$ cat src/rtl/mod_inv_pw.sv
// Binary extended-Euclid modular inverse / division engine: r = b * a^-1 mod p
// for odd p, one job at a time behind valid/ready handshakes.
module mod_inv_pw #(
    parameter int W = 8
) (
    input  logic         clk,
    input  logic         rst,
    input  logic         in_valid,
    output logic         in_ready,
    input  logic [W-1:0] a,
    input  logic [W-1:0] b,
    input  logic [W-1:0] p,
    output logic         out_valid,
    input  logic         out_ready,
    output logic [W-1:0] r,
    output logic         err,
    output logic         busy
);

    localparam int           CW       = $clog2(4 * W) + 1;
    localparam logic [CW-1:0] WD_LIMIT = CW'(4 * W);
    localparam logic [W-1:0]  ONE      = W'(1);
    localparam logic [W-1:0]  THREE    = W'(3);

    typedef enum logic [1:0] {
        IDLE,
        RUN,
        DONE
    } state_t;

    state_t        state_q, state_d;
    logic [W-1:0]  u_q, u_d;
    logic [W-1:0]  v_q, v_d;
    logic [W-1:0]  x_q, x_d;
    logic [W-1:0]  y_q, y_d;
    logic [W-1:0]  p_q, p_d;
    logic [W-1:0]  r_q, r_d;
    logic          err_q, err_d;
    logic [CW-1:0] cnt_q, cnt_d;
    logic          bad_job;

    // Halve val modulo odd m; for odd val, (val+m)/2 == (val>>1)+(m>>1)+1.
    function automatic logic [W-1:0] half_mod(input logic [W-1:0] val, input logic [W-1:0] m);
        if (val[0])
            return (val >> 1) + (m >> 1) + ONE;
        return val >> 1;
    endfunction

    // (s - t) mod m for s, t < m; when s < t, m - (t - s) stays within W bits.
    function automatic logic [W-1:0] sub_mod(input logic [W-1:0] s, input logic [W-1:0] t,
                                             input logic [W-1:0] m);
        if (s >= t)
            return s - t;
        return m - (t - s);
    endfunction

    assign bad_job = !p[0] || (p < THREE) || (a == '0) || (a >= p) || (b >= p);

    always_ff @(posedge clk) begin
        if (rst) begin
            state_q <= IDLE;
            u_q     <= '0;
            v_q     <= '0;
            x_q     <= '0;
            y_q     <= '0;
            p_q     <= '0;
            r_q     <= '0;
            err_q   <= 1'b0;
            cnt_q   <= '0;
        end else begin
            state_q <= state_d;
            u_q     <= u_d;
            v_q     <= v_d;
            x_q     <= x_d;
            y_q     <= y_d;
            p_q     <= p_d;
            r_q     <= r_d;
            err_q   <= err_d;
            cnt_q   <= cnt_d;
        end
    end

    always_comb begin
        state_d = state_q;
        u_d     = u_q;
        v_d     = v_q;
        x_d     = x_q;
        y_d     = y_q;
        p_d     = p_q;
        r_d     = r_q;
        err_d   = err_q;
        cnt_d   = cnt_q;
        case (state_q)
            IDLE: begin
                if (in_valid) begin
                    p_d   = p;
                    u_d   = a;
                    v_d   = p;
                    x_d   = b;
                    y_d   = '0;
                    cnt_d = '0;
                    r_d   = '0;
                    err_d = bad_job;
                    state_d = bad_job ? DONE : RUN;
                end
            end
            RUN: begin
                if (u_q == ONE) begin
                    r_d     = x_q;
                    err_d   = 1'b0;
                    state_d = DONE;
                end else if (v_q == ONE) begin
                    r_d     = y_q;
                    err_d   = 1'b0;
                    state_d = DONE;
                end else if ((u_q == '0) || (v_q == '0) || (cnt_q >= WD_LIMIT)) begin
                    // Common factor with p, or the step budget ran out.
                    r_d     = '0;
                    err_d   = 1'b1;
                    state_d = DONE;
                end else begin
                    cnt_d = cnt_q + 1'b1;
                    if (!u_q[0]) begin
                        u_d = u_q >> 1;
                        x_d = half_mod(x_q, p_q);
                    end
                    if (!v_q[0]) begin
                        v_d = v_q >> 1;
                        y_d = half_mod(y_q, p_q);
                    end
                    if (u_q[0] && v_q[0]) begin
                        if (u_q >= v_q) begin
                            u_d = u_q - v_q;
                            x_d = sub_mod(x_q, y_q, p_q);
                        end else begin
                            v_d = v_q - u_q;
                            y_d = sub_mod(y_q, x_q, p_q);
                        end
                    end
                end
            end
            DONE: begin
                if (out_ready)
                    state_d = IDLE;
            end
            default: state_d = IDLE;
        endcase
    end

    assign in_ready  = (state_q == IDLE);
    assign out_valid = (state_q == DONE);
    assign busy      = (state_q != IDLE);
    assign r         = r_q;
    assign err       = err_q;

endmodule

$ cat config.mk
export PLATFORM = sky130hd
export DESIGN_NAME = mod_inv_pw
export DESIGN_NICKNAME = d
export VERILOG_FILES = /design/src/rtl/mod_inv_pw.sv
export SDC_FILE = /design/constraint.sdc
export NUM_CORES = 1
export LEC_CHECK = 0
export ABC_AREA = 1
export CAP_MARGIN = 25
export CORE_MARGIN = 2
export CORE_UTILIZATION = 25
export CTS_CLUSTER_SIZE = 10
export DETAILED_ROUTE_END_ITERATION = 10
export MAX_ROUTING_LAYER = met4
export PLACE_DENSITY = 0.53
export SYNTH_ARGS = -nofsm -noshare
export SYNTH_HDL_FRONTEND = slang
export SYNTH_SLANG_ARGS = --single-unit
$ cat constraint.sdc
create_clock -name clk -period 2.7 [get_ports clk]
set_input_delay 0.405 -clock clk [delete_from_list [all_inputs] [get_ports clk]]
set_output_delay 0.405 -clock clk [all_outputs]
set_load 0.02 [all_outputs]
==> results.json <==
{
  "outcome": "finished, violations left",
  "failed_checks": "negative setup slack",
  "place_hpwl_mm": 18.9,
  "antenna_found_initial": 0,
  "clkLatencyLatePin_ns": 0.34,
  "grt_overflow": 0,
  "area_growth_pct": 30.0,
  "clock-sinks": 57,
  "critPathLaunchType": "flop",
  "core_um2": 24900,
  "p_leak_nw": 3.60,
  "drcViolationCount": 0,
  "grt_pass1_vias": 6624,
  "grt_max_degree": 31,
  "yosys_warnings": 0,
  "gp_congestion": 0.958,
  "ant_nets": 0,
  "yosys-top-cells-area": "dfxtp_1 18%, ha_1 15%, nand2_1 13%",
  "place_ws_ns": -0.119,
  "antenna_cells": 0,
  "critical_path_required_ns": 2.92,
  "crit_type": "flop to flop",
  "drv_cap": 0,
  "synthDistinctLibCells": 49,
  "clock_skew_ns": 0.00374,
  "synthArstFlopShare_pct": 0,
  "p_per_area_nw_per_um2": 856,
  "cp-end-kind": "flop",
  "seq_area_um2": 1150,
  "setup_violations": 2,
  "avgRoutedWirePerCell_um": 16.8,
  "worst_slew_pin_slew_ns": 0.515,
  "dr_total_vias": 7050,
  "synth.most_common_cell": "nand2_1",
  "io_buffers": 39,
  "start_util_pct": 25.2,
  "row_count": 58,
  "fin_crit_ns": 2.78,
  "syn-cell-area_um2": 6280,
  "cts_buffers": 9,
  "post-route-util_pct": 32.8,
  "synth_cells": 963,
  "route.met3.wl_mm": 1.59,
  "hold_viol": 0,
  "synth_top_area_share_pct": 18.2,
  "yosys.area.top_type": "dfxtp_1",
  "gr-usage-all-layers_pct": 18.6,
  "die-area_um2": 26400,
  "ys_seq_area_share_pct": 18.2,
  "dp_cells": 1394,
  "synth_edf_count": 0,
  "dieHeight_um": 163,
  "fin_ws_ns": -0.0769,
  "grt_pass1_wl_mm": 36.7,
  "clk_pin_slew_ns": 0.06,
  "crit_fanout": 4,
  "wl_met1_mm": 10.7,
  "synth_commonest_cells": "216 x nand2_1, 120 x inv_1, 99 x a21oi_1",
  "worstPathArrival_ns": 3.00,
  "first_iter_violations": 552,
  "finalCritPeriodShare_pct": 103,
  "drt_pass1_iterations": 5,
  "ios": 40,
  "cts_tree": "done",
  "routed.top_layer": "met4",
  "synth_nets": 1075,
  "final_layout_size_suffix_gt1_share_pct": 17.7,
  "final_cells": 1410,
  "avgSynthCellArea_um2": 6.52,
  "hold_path.class": "flop to flop",
  "drt_wl_total_mm": 23.7,
  "synth-seq-cells": 57,
  "synth_flop_cell": "dfxtp_1",
  "rsz0062_at_grt": "yes",
  "drv_slew": 0,
  "ir_worst_vdd_uv": 485,
  "vias_per_cell": 5.00,
  "max_freq_mhz": 360,
  "relSlewSlack_pct": 65.6,
  "fp.dieW_um": 163,
  "cts_buffer_depth": 2,
  "met2_length_mm": 10.8,
  "htree_levels": 3,
  "cts-root-buf": "clkbuf_16",
  "nets": 1189,
  "nFillCells": 2706,
  "multi_input_area_um2": 4700
}
[flip-flops by register name, summed over array words and instances (netlist names)]
signal,count
u_q,8
err,1
y_q,8
p_q,8
v_q,8
x_q,8
r,8
cnt_q,6
state_q,2
[power by group]
| part | switching (mW) | internal (mW) | leakage [nW] | total [mW] |
|---|---|---|---|---|
| logic | 2.85 | 1.95 | 3.01 | 4.80 |
| clock network | 0.439 | 0.605 | 0.124 | 1.04 |
| registers | 0.167 | 0.976 | 0.469 | 1.14 |
[placed cells by master, fill, tap and decap left out, drive strengths merged, types with 2 or more instances in the layout]
cell / n
a211oi: 2
a21boi: 2
a21o: 3
a21oi: 102
a31oi: 21
buf: 101
clkbuf: 10
clkdlybuf4s50: 38
clkinv: 4
dfxtp: 57
fa: 8
ha: 76
inv: 129
nand2: 219
nand3: 72
nand4: 18
nor2: 48
nor3: 7
nor4: 6
o211ai: 32
o21ai: 70
o21bai: 3
o22ai: 7
or2: 6
xnor2: 10
xor2: 20
[critical path, stage by stage (launching register included)]
cell and delay [ns]:
dfxtp_4 0.36, inv_4 0.06, ha_4 0.13, inv_2 0.04, fa_2 0.39, a21oi_4 0.20, o21bai_1 0.11, xor2_1 0.19
inv_1 0.11, ha_4 0.28, a21oi_4 0.15, o31ai_4 0.09, a21oi_2 0.12, nand3_1 0.08, nand3_1 0.09, nand2_1 0.06
a21oi_1 0.14, nor2_1 0.05
[logic make-up (layout without fill, tap and decap cells)]
group,Yosys count,count (layout),synth area share (%)
AO/OA/AOI/OAI,248,248,22.6
XOR/XNOR,30,30,4.18
adder cells (fa/ha/maj),84,84,17.7
buffers and inverters,166,283,11.0
flip-flops,57,57,18.2
AND/OR/NAND/NOR,378,378,26.4
[per-layer routing]
layer / vias to the layer above / global-route usage [%]
met2: 222 / 29.3
li1: 3506 / -
met3: 37 / 3.97
met4: 0 / 5.55
met5: - / -
met1: 3285 / 23.9
[final timing paths]
check,start,endpoint,slack (ns),cells after the start
worst min-delay path,r[4],r[4],0.46,2
worst max-delay path,y_q[0],x_q[7],-0.08,17
worst min register to register,r[4],r[4],0.46,2
worst max register to register,y_q[0],x_q[7],-0.08,17
[area by class of cell]
type	count	area share [%]
Sequential cell	57	14.1
Timing Repair Buffer	139	14.1
Tap cell	330	5.05
Clock buffer	10	2.80
Clock inverter	4	0.276
Inverter	130	6.16
Multi-Input combinational cell	740	57.5
[per-stage QoR]
stage | hold slack [ns] | setup TNS [ns] | total power, mW | area [um^2]
finish | 0.457 | -0.0776 | 6.99 | 8170
global placement | 0.449 | -0.251 | 5.59 | 7670
CTS | 0.450 | -0.0393 | 6.71 | 7960
detailed placement | 0.452 | -0.488 | 5.57 | 7670
floorplan | 0.430 | 0 | 3.99 | 6320
global route | 0.457 | -0.744 | 7.57 | 8170
[repair_timing]
| action | CTS | global route |
|---|---|---|
| resized for setup | 17 | 42 |
| buffers inserted | 0 | 3 |
| hold buffers | 0 | 0 |
| pin swaps | 5 | 26 |
| setup endpoints to repair | 8 | 11 |
Power figures use the tool's default switching activity.
